`config.mk`:
```
export PLATFORM = sky130hd
export DESIGN_NAME = run_length_detector
export DESIGN_NICKNAME = d
export VERILOG_FILES = /design/src/rtl/run_det_pkg.sv /design/src/rtl/sat_counter.sv /design/src/rtl/run_length_detector.sv
export SDC_FILE = /design/constraint.sdc
export NUM_CORES = 1
export LEC_CHECK = 0
export CAP_MARGIN = 40
export CORE_AREA = 8 8 45 47
export CTS_CLUSTER_SIZE = 40
export DETAILED_ROUTE_END_ITERATION = 8
export DIE_AREA = 0 0 53 55
export SKIP_LAST_GASP = 1
export SYNTH_ARGS = -nofsm -noshare
export SYNTH_HDL_FRONTEND = slang
export SYNTH_HIERARCHICAL = 1
export SYNTH_SLANG_ARGS = --single-unit
```
`constraint.sdc`:
```
create_clock -name clk -period 1.6 [get_ports clk]
set_input_delay 0.24 -clock clk [delete_from_list [all_inputs] [get_ports clk]]
set_output_delay 0.24 -clock clk [all_outputs]
set_load 0.02 [all_outputs]
```
`src/rtl/run_det_pkg.sv`:
```
// Shared types and the symbol qualifier for run_length_detector.
package run_det_pkg;

    typedef enum logic {
        IDLE = 1'b0,
        RUN  = 1'b1
    } state_e;

    typedef enum logic [1:0] {
        MODE_ANY   = 2'b00,
        MODE_ONES  = 2'b01,
        MODE_ZEROS = 2'b10,
        MODE_BOTH  = 2'b11
    } mode_e;

    // The caller reduces the symbol to all-ones/all-zeros flags so that this
    // function does not depend on the symbol width.
    function automatic logic qual(input logic sym_ones, input logic sym_zeros,
                                  input mode_e sel);
        logic q;
        q = 1'b0;
        case (sel)
            MODE_ANY:   q = 1'b1;
            MODE_ONES:  q = sym_ones;
            MODE_ZEROS: q = sym_zeros;
            MODE_BOTH:  q = sym_ones | sym_zeros;
            default:    q = 1'b0;
        endcase
        return q;
    endfunction

endpackage

```
`src/rtl/sat_counter.sv`:
```
// Saturating up-counter with synchronous clear and load-to-one.
// Priority: clr, then load1, then inc. Holds at MAX instead of wrapping.
module sat_counter #(
    parameter int unsigned WIDTH = 2,
    parameter int unsigned MAX   = 3
) (
    input  logic             clk,
    input  logic             reset,
    input  logic             clr,
    input  logic             load1,
    input  logic             inc,
    output logic [WIDTH-1:0] count
);

    // Counter register
    always_ff @(posedge clk or posedge reset) begin
        if (reset) begin
            count <= '0;
        end else if (clr) begin
            count <= '0;
        end else if (load1) begin
            count <= WIDTH'(1);
        end else if (inc && (count != WIDTH'(MAX))) begin
            count <= count + WIDTH'(1);
        end
    end

endmodule

```
`src/rtl/run_length_detector.sv`:
```
// run_length_detector: asserts match while the most recent accepted symbol has
// repeated at least RUN_LEN consecutive accepted cycles and qualifies under mode.
// Optional feature: define RLD_MATCH_CNT_EN to add the 16-bit match_cnt output
// counting rising edges of match.
module run_length_detector
    import run_det_pkg::*;
#(
    parameter  int unsigned DATA_W  = 1,
    parameter  int unsigned RUN_LEN = 3,
    localparam int unsigned CNT_W   = $clog2(RUN_LEN + 1)
) (
    input  logic              clk,
    input  logic              reset,
    input  logic              clear,
    input  logic              in_valid,
    input  logic [DATA_W-1:0] in_data,
    input  logic [1:0]        mode,
    output logic              match,
    output logic [CNT_W-1:0]  run_len,
    output logic [DATA_W-1:0] last_sym
`ifdef RLD_MATCH_CNT_EN
    ,
    output logic [15:0]       match_cnt
`endif
);

    state_e state_q;
    state_e state_d;
    logic   run_load;
    logic   run_inc;
    logic   same_sym;

    assign same_sym = (in_data == last_sym);

    // State register
    always_ff @(posedge clk or posedge reset) begin
        if (reset) begin
            state_q <= IDLE;
        end else begin
            state_q <= state_d;
        end
    end

    // Next state and run-counter controls; clear overrides any accepted symbol
    always_comb begin
        state_d  = state_q;
        run_load = 1'b0;
        run_inc  = 1'b0;
        case (state_q)
            IDLE: begin
                if (in_valid) begin
                    state_d  = RUN;
                    run_load = 1'b1;
                end
            end
            RUN: begin
                if (in_valid) begin
                    if (same_sym) begin
                        run_inc = 1'b1;
                    end else begin
                        run_load = 1'b1;
                    end
                end
            end
            default: state_d = IDLE;
        endcase
        if (clear) begin
            state_d  = IDLE;
            run_load = 1'b0;
            run_inc  = 1'b0;
        end
    end

    // Most recently accepted symbol
    always_ff @(posedge clk or posedge reset) begin
        if (reset) begin
            last_sym <= '0;
        end else if (clear) begin
            last_sym <= '0;
        end else if (in_valid) begin
            last_sym <= in_data;
        end
    end

    sat_counter #(
        .WIDTH (CNT_W),
        .MAX   (RUN_LEN)
    ) u_run_cnt (
        .clk   (clk),
        .reset (reset),
        .clr   (clear),
        .load1 (run_load),
        .inc   (run_inc),
        .count (run_len)
    );

    // Moore decode; mode is applied live so a mode change shows up without an edge
    always_comb begin
        match = (state_q == RUN) && (run_len == CNT_W'(RUN_LEN)) &&
                qual(&last_sym, ~|last_sym, mode_e'(mode));
    end

`ifdef RLD_MATCH_CNT_EN
    logic match_q;

    // Previous match, for rising-edge detection
    always_ff @(posedge clk or posedge reset) begin
        if (reset) begin
            match_q <= 1'b0;
        end else if (clear) begin
            match_q <= 1'b0;
        end else begin
            match_q <= match;
        end
    end

    sat_counter #(
        .WIDTH (16),
        .MAX   (65535)
    ) u_match_cnt (
        .clk   (clk),
        .reset (reset),
        .clr   (clear),
        .load1 (1'b0),
        .inc   (match && !match_q),
        .count (match_cnt)
    );
`endif

endmodule
```
==> key figures <==
Routing
  – Vias per cell: 3.88
  – Post-route DRC: 0
  – Final wirelength: 566 µm
  – DRT Pass-1 Iters: 4
  – Avg WL per Cell: just under 9 µm
  – Via Count: 248
  – ANT nets after route: 0
  – Drt initial violations: 3

Floorplanning
  – Site Rows: 14
  – Die height: approximately 55 µm
  – Core Box Area: 1380 µm²
  – Initial Utilization: 19.9%
  – Die area: approximately 2900 µm²
  – Chip Width: 53 µm
  – Top Ports: 11

Synth
  – Seq/Total Area, Yosys: between 30 and 40%
  – Number of synthesized register bits: 4
  – Cells after synthesis: 31
  – Mean Syn Cell Area: a little under 9 µm²
  – Synth warn: 6
  – Netlist cell types: 13
  – Mapped Area: roughly 280 µm²
  – Synth top area cells: dfrtp_1, ha_1, mux2i_1
  – Yosys top cell area share: between 30% and 40%
  – Synth area leader: dfrtp_1
  – Syn nets: between 40 and 50

Outcome
  – Status: finished, final reports clean

STA
  – TNS Setup: 0 ns
  – Final setup viols: 0
  – Final critical-path share of the clock period: 95.0%
  – Max Slew Vio Count: 0
  – PnR worst setup slack: slightly below 0.08 ns
  – Max_slew headroom: 84.8%
  – Tightest Pin Transition: around 0.23 ns
  – RSZ-0062 raised after global routing: no
  – Peak Freq: 658 MHz
  – Final Skew: around 0.00017 ns
  – Min Tclk post-route: between 1.5 and 2 ns
  – Hold Vio Cnt, Final: 0

CTS
  – CTS tree: yes
  – Clock latency on the worst-skew pair: roughly 0.23 ns
  – Root buffer cell: clkbuf_4
  – Clock slew at reported path FFs: approximately 0.030 ns
  – Post-CTS Hold Fix Bufs: 0
  – H-tree levels: 1
  – Clock buffer depth: 2
  – CTS sink cnt: 4
  – Num CTS Buffers: 3

Global route
  – Grt met3 use: 1.60%
  – GRT Overall Usage: approximately 4.5%
  – Grt total ovfl: 0
  – First-pass GRT wire length: approximately 960 µm
  – GR met1 Demand/Resource: ~3.8%
  – M2 GR Usage: 8.20%
  – Initial antenna violation count: 0
  – Vias in the first global route: between 200 and 300
  – Largest net degree at the start of global routing: 5
  – GR peak layer: met2

Place
  – GP Congestion: ~0.71
  – IO Port Bufs: 10
  – Final HPWL DP: around 510 µm
  – Place WS: -0.559 ns

Setup path
  – R2r endpoint: u_run_cnt/count[1]$_DFFE_PP0P_
  – Crit Reg-Reg Startpoint: last_sym$_DFFE_PP0P_
  – CP max-delay cell: clkdlybuf4s50_1
  – Worst Setup Path Type: flop to output port
  – Worst Setup End Kind: output port
  – Critical path's top delay family: buffers and inverters
  – Critical path fanouts, max: 3
  – Arr. time, crit path: 1.28 ns
  – R2R cell count: 7
  – Startpoint Class: flop
  – Critical path required time: 1.36 ns
  – R2R Setup Slk: 0.19 ns
  – CP cell instances: buf_4 -> clkdlybuf4s50_1
  – Largest stage delay on the critical path: 0.59 ns
  – Crit path buffers/inverters: 2

Pwr
  – Power per cell area: between 600 and 700 nW/µm²
  – Cell leakage power: approximately 0.23 nW
  – Max IR drop VDD: ~0.25 mV

Cells and area
  – Area grow syn2layout: 60.9%
  – Most common cell after layout, fill and taps aside: clkdlybuf4s50_1
  – Fillcell total: approximately 150
  – Layout cells sized above 1: 18.8%
  – Nets: 60
  – Antenna Cells: 0
  – Most frequent cells in the layout: clkdlybuf4s50_1, inv_1, nor2_1, dfrtp_1, buf_4

Worst hold path
  – Worst min path class: input pin to async pin

Job
  – Maxcap violations: 0
## cell families (layout without fill, tap and decap cells)
group	Yosys count	count (layout)	share of synthesized area, %
AND/OR/NAND/NOR	13	13	25.9
buffers and inverters	5	22	6.82
flip-flops	4	4	36.4
adder cells (fa/ha/maj)	3	3	13.6
AO/OA/AOI/OAI	2	2	3.64
XOR/XNOR	2	2	6.36
multiplexers	2	2	7.27
## worst max-delay path by stage
stage	startpoint	to	slack [ns]	cells past startpoint
2_1_floorplan	last_sym$_DFFE_PP0P_	match	0.20	3
3_3_place_gp	mode[0]	match	-0.51	6
3_5_place_dp	mode[0]	match	-0.56	6
4_1_cts	last_sym$_DFFE_PP0P_	last_sym	0.02	2
5_1_grt	u_run_cnt/count[0]$_DFFE_PP0P_	run_len[0]	0.03	2
6_report	u_run_cnt/count[0]$_DFFE_PP0P_	run_len[0]	0.08	2
## repair_timing
item / 4_1_cts / 5_1_grt
pin swaps: 2 / 0
setup buffers: 0 / 0
gates resized for setup: 7 / 1
setup endpoints to repair: 1 / 1
## per-stage QoR
stage	hold slack [ns]	instance area [µm²]	power [mW]	cells	util, %
floorplan	-0.0188	275	0.144	31	-
global placement	0.433	425	0.183	61	30.7
detailed placement	0.433	425	0.184	61	30.7
CTS	0.185	440	0.309	64	31.8
global route	0.208	443	0.327	64	32.0
finish	0.189	443	0.300	64	32.0
## worst reg2reg max path, cell delays in order (launching register included)
cell and delay, ns:
dfrtp_1 0.39, buf_4 0.15, xnor2_1 0.18, nand2_1 0.07, nor2_1 0.09, nor2b_4 0.17
mux2i_1 0.19, nor3_1 0.06
## area by class of cell
class                   instances  area [µm²]  area share [%]
clock buffers                   3        22.5            5.08
inverters                       5        18.8            4.24
multi-input cells              22         156            35.3
flip-flops and latches          4         100            22.6
well taps                      16        20.0            4.52
repair buffers                 14         125            28.2
## routing by layer
layer	up-vias	wire, µm
met5	-	0
met3	0	23
met2	3	333
li1	133	-
met4	0	0
met1	112	209
## state kept, by name (all words and copies together) (netlist names)
name,flops
state_q,1
u_run_cnt/count,2
last_sym,1
## power by group
part	internal [mW]	switching [mW]	total (mW)
Combinational	0.0391	0.0291	0.0683
Clock	0.0836	0.0366	0.120
Sequential	0.107	0.00404	0.111
## synth_stat cells
master    number
nor2b_1        2
a21oi_1        2
nand2_1        1
xnor2_1        2
nor2b_4        1
nor3_1         3
inv_1          5
nor2_1         4
nand3_1        1
dfrtp_1        4
nand2b_1       1
mux2i_1        2
ha_1           3
Note: power is estimated with default switching activity, not from simulation.
==> variant (config.mk and constraints unchanged) <==
Set the parameter `RUN_LEN` to 6 (it was 3).
--- a/src/rtl/run_length_detector.sv
+++ b/src/rtl/run_length_detector.sv
@@ -6,7 +6,7 @@
     import run_det_pkg::*;
 #(
     parameter  int unsigned DATA_W  = 1,
-    parameter  int unsigned RUN_LEN = 3,
+    parameter  int unsigned RUN_LEN = 6,
     localparam int unsigned CNT_W   = $clog2(RUN_LEN + 1)
 ) (
     input  logic              clk,
Interface: changed (resized run_len); port bits go from 11 to 12. No check against the original RTL was run, so the function may have changed too.
==> variant against the original RTL <==
- final cell count rose by 23%
- area after synthesis is 33% higher
- routed wire length grew 56%
- sequential cell count increased by 1
- non-clock buffer count increased by 8
- die area did not move
- total power up 25%
- global-route usage grew 1.5 points
- setup slack worse by 0.027 ns
- cell area is 41% higher
- critical path type is now reg -> reg
==> variant: results (changes against the original RTL) <==
crit_slowest_cell: "dfrtp_2"
synth_area_leaders: "dfrtp_1 (34%), ha_1 (14%), a2111oi_2 (8.2%)"
criticalPathCategory: "reg -> reg"
gr-usage-met1: 0.06308  # +0.02485
synth_fp_nets: 48  # +17%
finalCritPeriodShare: 0.9673  # +0.01679
grt_pass1_wl_um: 1324  # +38%
drtIter0Drc: 1  # -2
hpwl_um: 714.3  # +41%
reg_top3: "u_run_cnt/count: 3 flops, last_sym: 1 flops, state_q: 1 flops"
synth.distinct_cells: 15  # +2
place_inst: 75  # +23%
grt_pass1_vias: 349  # +23%
critPathMaxStageDelay_ns: 0.44  # -0.15 ns
stdcell_count: 79  # +23%
placed_cell_area_um2: 579.3  # +36%
grt_util_met2: 0.1055  # +0.02344
met3WireLength_um: 32  # +39%
finClkSkew_ns: 0.002187  # +0.002016 ns
cp.arrival_ns: 1.67  # +0.39 ns
critPathMaxFanout: 4  # +1
grtUsageTotal: 0.06037  # +0.01547
portBuffers: 11  # +1
cellLeakagePower_nw: 0.3125  # +34%
drt-met1-wl_um: 380  # +82%
ir_drop_v: 0.0004290  # +70%
synth_commonest_cells: "inv_1 (7), nor2_1 (6), dfrtp_1 (5)"
dpl_worst_slack_ns: -0.6084  # -0.04913 ns
timing.hold.ws_ns: 0.1890  # +0.0003260 ns
gp_congestion: 0.7101  # +0.30%
status: "complete, no violations"
==> variant: worst max-delay path: cells and delay by family, from the launching register on <==
family          cells  cell delay (ns)
compound gates      2             0.53
xor+xnor            1             0.17
flops               1             0.44
simple gates        2             0.30
==> variant: cell families after synthesis <==
group / share of synthesized area
compound gates: 0.2116
xor+xnor: 0.04779
fa+ha+maj: 0.1365
buf+inv: 0.07169
flops: 0.3413
mux: 0.02730
simple gates: 0.1638
==> variant: cell type report <==
cell class | instances | area (um^2)
Clock buffer | 4 | 26.28
Inverter | 7 | 26.28
Multi-Input combinational cell | 25 | 237.7
Sequential cell | 5 | 126.4
Fill cell | 148 | 760.7
Tap cell | 16 | 20.02
Timing Repair Buffer | 22 | 186.4
==> variant: power by group <==
part / internal [W] / switching, W / leakage [nW]
logic: 0.0000546 / 0.0000438 / 0.232
registers: 0.000133 / 0.00000487 / 0.0653
clock network: 0.0000939 / 0.0000453 / 0.0150
total: 0.000282 / 0.0000940 / 0.313
